==> src/rtl/block_matmul_scheduler.sv <==
// Block scheduler for a 4x4 integer matrix product C = A*B built from eight 2x2 block
// multiplies on one shared base multiplier, with local A/B/C register files.
module block_matmul_scheduler #(
  parameter int unsigned w       = 8,
  parameter int unsigned TIMEOUT = 64
) (
  input  logic         clk,
  input  logic         rst,
  input  logic         ld_we,
  input  logic         ld_sel,
  input  logic [3:0]   ld_addr,
  input  logic [w-1:0] ld_data,
  input  logic         start,
  input  logic [3:0]   rd_addr,
  output logic [w-1:0] rd_data,
  output logic         busy,
  output logic         done,
  output logic         err,
  output logic         m_start,
  output logic [w-1:0] m_a11,
  output logic [w-1:0] m_a12,
  output logic [w-1:0] m_a21,
  output logic [w-1:0] m_a22,
  output logic [w-1:0] m_b11,
  output logic [w-1:0] m_b12,
  output logic [w-1:0] m_b21,
  output logic [w-1:0] m_b22,
  input  logic [w-1:0] m_c11,
  input  logic [w-1:0] m_c12,
  input  logic [w-1:0] m_c21,
  input  logic [w-1:0] m_c22,
  input  logic         m_done
);

  localparam int unsigned CNT_W = (TIMEOUT > 2) ? $clog2(TIMEOUT) : 1;

  typedef enum logic [1:0] {IDLE, ISSUE, WAIT, ACC} state_e;

  state_e         state_q, state_d;
  logic [2:0]     s_q, s_d;
  logic [CNT_W-1:0] cnt_q, cnt_d;
  logic [w-1:0]   a_q [16], a_d [16];
  logic [w-1:0]   b_q [16], b_d [16];
  logic [w-1:0]   c_q [16], c_d [16];
  logic [w-1:0]   mc_q [4], mc_d [4];
  logic [w-1:0]   opa_q [4], opa_d [4];
  logic [w-1:0]   opb_q [4], opb_d [4];
  logic [w-1:0]   rd_data_q, rd_data_d;
  logic           busy_q, busy_d;
  logic           done_q, done_d;
  logic           err_q, err_d;
  logic           m_start_q, m_start_d;

  // Block element (r,c) at step s={i,j,k}: A[{i,r,k,c}], B[{k,r,j,c}], C[{i,r,j,c}].
  always_comb begin
    state_d   = state_q;
    s_d       = s_q;
    cnt_d     = cnt_q;
    a_d       = a_q;
    b_d       = b_q;
    c_d       = c_q;
    mc_d      = mc_q;
    opa_d     = opa_q;
    opb_d     = opb_q;
    busy_d    = busy_q;
    done_d    = 1'b0;
    err_d     = err_q;
    m_start_d = 1'b0;
    rd_data_d = c_q[rd_addr];

    case (state_q)
      IDLE: begin
        if (ld_we) begin
          if (ld_sel) b_d[ld_addr] = ld_data;
          else        a_d[ld_addr] = ld_data;
        end
        if (start) begin
          err_d   = 1'b0;
          s_d     = 3'd0;
          busy_d  = 1'b1;
          state_d = ISSUE;
        end
      end
      ISSUE: begin
        cnt_d   = '0;
        state_d = WAIT;
      end
      WAIT: begin
        // A completion arriving on the last allowed cycle still counts as success.
        if (m_done) begin
          mc_d[0] = m_c11;
          mc_d[1] = m_c12;
          mc_d[2] = m_c21;
          mc_d[3] = m_c22;
          state_d = ACC;
        end else if (cnt_q == CNT_W'(TIMEOUT - 1)) begin
          err_d   = 1'b1;
          done_d  = 1'b1;
          busy_d  = 1'b0;
          state_d = IDLE;
        end else begin
          cnt_d = cnt_q + CNT_W'(1);
        end
      end
      ACC: begin
        for (int n = 0; n < 4; n++) begin
          if (s_q[0]) c_d[{s_q[2], n[1], s_q[1], n[0]}] = c_q[{s_q[2], n[1], s_q[1], n[0]}] + mc_q[n];
          else        c_d[{s_q[2], n[1], s_q[1], n[0]}] = mc_q[n];
        end
        if (s_q == 3'd7) begin
          done_d  = 1'b1;
          busy_d  = 1'b0;
          state_d = IDLE;
        end else begin
          s_d     = s_q + 3'd1;
          state_d = ISSUE;
        end
      end
      default: state_d = IDLE;
    endcase

    // Operands and the start pulse are registered on entry to ISSUE so they are valid in that cycle.
    if (state_d == ISSUE) begin
      m_start_d = 1'b1;
      for (int n = 0; n < 4; n++) begin
        opa_d[n] = a_d[{s_d[2], n[1], s_d[0], n[0]}];
        opb_d[n] = b_d[{s_d[0], n[1], s_d[1], n[0]}];
      end
    end
  end

  always_ff @(posedge clk or posedge rst) begin
    if (rst) begin
      state_q   <= IDLE;
      s_q       <= '0;
      cnt_q     <= '0;
      busy_q    <= 1'b0;
      done_q    <= 1'b0;
      err_q     <= 1'b0;
      m_start_q <= 1'b0;
      rd_data_q <= '0;
      for (int n = 0; n < 16; n++) begin
        a_q[n] <= '0;
        b_q[n] <= '0;
        c_q[n] <= '0;
      end
      for (int n = 0; n < 4; n++) begin
        mc_q[n]  <= '0;
        opa_q[n] <= '0;
        opb_q[n] <= '0;
      end
    end else begin
      state_q   <= state_d;
      s_q       <= s_d;
      cnt_q     <= cnt_d;
      busy_q    <= busy_d;
      done_q    <= done_d;
      err_q     <= err_d;
      m_start_q <= m_start_d;
      rd_data_q <= rd_data_d;
      a_q       <= a_d;
      b_q       <= b_d;
      c_q       <= c_d;
      mc_q      <= mc_d;
      opa_q     <= opa_d;
      opb_q     <= opb_d;
    end
  end

  assign rd_data = rd_data_q;
  assign busy    = busy_q;
  assign done    = done_q;
  assign err     = err_q;
  assign m_start = m_start_q;
  assign m_a11   = opa_q[0];
  assign m_a12   = opa_q[1];
  assign m_a21   = opa_q[2];
  assign m_a22   = opa_q[3];
  assign m_b11   = opb_q[0];
  assign m_b12   = opb_q[1];
  assign m_b21   = opb_q[2];
  assign m_b22   = opb_q[3];

endmodule
==> config.mk <==
export PLATFORM = sky130hd
export DESIGN_NAME = block_matmul_scheduler
export DESIGN_NICKNAME = d
export VERILOG_FILES = /design/src/rtl/block_matmul_scheduler.sv
export SDC_FILE = /design/constraint.sdc
export NUM_CORES = 1
export LEC_CHECK = 0
export CELL_PAD_IN_SITES_DETAIL_PLACEMENT = 1
export CELL_PAD_IN_SITES_GLOBAL_PLACEMENT = 2
export CORE_MARGIN = 2
export CORE_UTILIZATION = 38
export DETAILED_ROUTE_END_ITERATION = 8
export GPL_TIMING_DRIVEN = 0
export PLACE_DENSITY_LB_ADDON = 0.08
export SYNTH_ARGS = -nofsm -noshare
export SYNTH_HDL_FRONTEND = slang
export SYNTH_SLANG_ARGS = --single-unit
==> constraint.sdc <==
create_clock -name clk -period 18.58 [get_ports clk]
set_input_delay 5.574 -clock clk [delete_from_list [all_inputs] [get_ports clk]]
set_output_delay 5.574 -clock clk [all_outputs]
set_load 0.05 [all_outputs]
==> results.md <==
* RSZ-0062 raised after global routing: no
* Total net switching power at 1.90 mW
* Cells along the critical path: clkdlybuf4s50_1 > nor2b_1 > buf_2 > nand4_1 > nand2_1 > nor2_1 > a311oi_1 > nor2_1 > o221a_1
* Worst ir drop on vdd at ~0.00013 V
* Status: complete, no violations
* Clock Skews at 0.0372 ns
* Hold Startpoint: b_q[67]
* Final hold viol count at 0
* Reg2Reg Setup Slack at 13.82 ns
* Sw frac at 39.0%
* Number of global-route vias before repair at 20.3k
* Overflow after GRT at 0
* Ys async rst share at 100%
* Worst R2R Start: s_q[1]
* Worst EP arrival at 8.57 ns
* Synth Register Bits at 503
* Inst Count DP at ~3.1k
* Syn. warnings at 0
* CTS buffer count at 58
* Number of remaining DRC errors at 0
* Part of the power in registers at between 30% and 40%
* TNS Setup at 0 ns
* Leakage power at 12.9 nW
* Most frequent cell after synthesis: dfrtp_1
* Synth area leaders: dfrtp_1, mux2_2, mux4_2, nand2_1, o21ai_0
* Core area at roughly 0.064 sq mm
* Nets at 2395
* Max-slew headroom at between 10% and 20%
* CP most frequent cell: nor2_1
* # H-tree levels at 2
* Cell-internal power at 2.98 mW
* Fin crit period at 8.05 ns
* Clk buf depth at 3
* Critical path required time at 19.10 ns
* HP Class: flop to flop
* Post_cts resized at 0
* Largest net degree at the start of global routing at 42
* Area growth from synthesis to layout at 18.2%
* Synth top area share at about half
* Hold buffer count at cts at 0
* Worst skew pair latency at 0.65 ns
* GPL Wtd Cong at 0.824
* Synth Instances at 2112
* CP max-delay cell: clkdlybuf4s50_1
* Setup bufs post-CTS at 0
* Tcrit/Tclk final at 43.3%
* Fill count at 6856
* Row count at 93
* Clk pwr share at 24.3%
* Multi-input gate area at 0.0114 sq mm
* EDFF count, synth at 0
* Number of buffers and inverters on the critical path at 2
* ANT nets after route at 0
* Hold worst-path end: b_q[67]
* Syn Nets at 2204
* Chip width at roughly 260 um
* Final Slew Violations at 0
* IO buf count at 116
* WL/cell at 28.2 um
* Die Y at 259 um
* Maxcap violations at 0
* Final std cells w/o fill at 3203
* Setup violations, final at 0
* CP endpoint kind: flop
* Vias per std cell at 5.91
* Fraction of layout cells with a size suffix above 1 at between 20 and 25%
* CTS tree: yes
* Post-Syn Area per Cell at 11.7 sq um
* CTS clk-pin slew, worst paths at approximately 0.060 ns
* Distinct cells, synth at 74
* Mapped Area at approximately 0.025 sq mm
* CP Launch Type: input pin
* Crit-path max FO at 10
* First-pass DRT Iterations at 8
* Worst Hold Path Cells at 2
* IO Count at 130
* Clock sinks at 503
* FF-to-FF End: c_q[102]
* DP HPWL at roughly 63000 um
* Die Area at approximately 0.067 sq mm
* Area leader, netlist: dfrtp_1
* Commonest cells post-synth: dfrtp_1, nand2_1, mux2_2
* Worst setup path class: input pin to flop
* Sequential Area at 0.0126 sq mm
* Synth Flop Type: dfrtp_1
* Overall global routing resource usage at 27.1%
* Post-Route WL at 90200 um
* First-pass GRT wire length at between 100000 and 150000 um
* Final core utilization at 45.4%
* DRT iter0 DRCs at 1334
* Family with the most delay on the worst path: simple AND/OR/NAND/NOR gates
* Reg2Reg Depth at 14
* Least-Margin Pin Slew at between 1 and 1.5 ns
* PwrDens at around 170 mW/mm^2
* Crit path largest cell delay at between 0.7 and 0.8 ns
* Max Clock Freq at 124 MHz
* Vias post-DR at 18.9k
* Comb pwr share at 41.1%
* Sequential area share after synthesis at 50.8%
* Initial Utilization at 38.4%
* Initial antenna violation count at 3
* Clk root buf: clkbuf_16
final cells by class:
| class | instances | share of cell area [%] |
|---|---|---|
| antenna | 1 | 0.00855 |
| buffer | 153 | 2.32 |
| clock buffer | 87 | 5.98 |
| clock inverter | 17 | 0.744 |
| inverter | 21 | 0.291 |
| multi-input combinational | 1435 | 39.0 |
| sequential | 503 | 43.0 |
| tap | 855 | 3.66 |
| timing repair buffer | 131 | 4.95 |
state kept, by name, indices dropped and copies added (netlist names), 2 cells and up:
register  cells
a_q         128
b_q         128
c_q         128
mc_q         32
m_a11         8
m_a12         8
m_a21         8
m_a22         8
m_b11         8
m_b12         8
m_b21         8
m_b22         8
rd_data       8
cnt_q         6
s_q           3
state_q       2
layout by cell type (no fill, tap or decap), types with 28 or more instances in the layout:
cell / n
a311oi_1: 33
clkbuf_1: 91
mux4_2: 72
dfrtp_1: 503
mux2_2: 250
nand2_1: 324
o221a_1: 32
a22oi_1: 33
buf_2: 33
o21ai_0: 145
clkbuf_16: 58
buf_1: 28
a221oi_1: 32
nor2_1: 103
clkdlybuf4s50_1: 116
a21oi_1: 67
ha_1: 34
power by group through the flow:
stage	sequential, mW	combinational, mW	clock [mW]
after floorplan	1.81	1.24	0
after global placement	1.68	1.94	0
after detailed placement	1.70	2.01	0
after CTS	1.69	2.02	1.21
after global routing	1.73	2.18	1.25
final	1.69	2.00	1.19
worst max path at each step:
stage / to / cells after the start / from
after CTS: m_b22[4] / 9 / ld_addr[2]
after detailed placement: m_b22[4] / 9 / ld_addr[2]
final: m_b22[4] / 9 / ld_addr[2]
after floorplan: a_q[0] / 1 / rst
after global placement: m_b22[0] / 2 / rst
after global routing: m_b22[2] / 9 / ld_addr[2]
metal layers:
metal / track usage (%) / routed length, um / vias up
met5: 0 / 0 / -
met1: 33.9 / 37300 / 10100
met3: 3.54 / 3570 / 170
li1: - / - / 8221
met4: 10.7 / 3680 / 0
met2: 47.4 / 45700 / 487
worst min-delay path, stage by stage (launching register included):
cell and delay [ns]:
dfrtp_1 0.32, nand2_1 0.06, nand2_1 0.06
metrics by stage:
step                hold slack (ns)  power, mW  area [sq um]  setup WS, ns
global route                  0.489       5.16         29300         10.28
floorplan                     0.427       3.05         24800          6.18
finish                        0.464       4.88         29300         10.53
detailed placement            0.453       3.71         27300          9.83
CTS                           0.467       4.91         29300         10.50
global placement              0.441       3.62         27000          2.61
cells by family (layout without fill, tap and decap cells):
| group | count (synthesis) | after routing | share of synthesized area [%] |
|---|---|---|---|
| AND/OR/NAND/NOR | 541 | 541 | 9.86 |
| flip-flops | 503 | 503 | 50.8 |
| AO/OA/AOI/OAI | 486 | 486 | 14.4 |
| multiplexers | 346 | 346 | 19.0 |
| buffers and inverters | 174 | 409 | 3.07 |
| adder cells (fa/ha/maj) | 38 | 38 | 2.04 |
| XOR/XNOR | 24 | 24 | 0.849 |
| other | 0 | 1 | 0 |
Power figures use the tool's default switching activity.
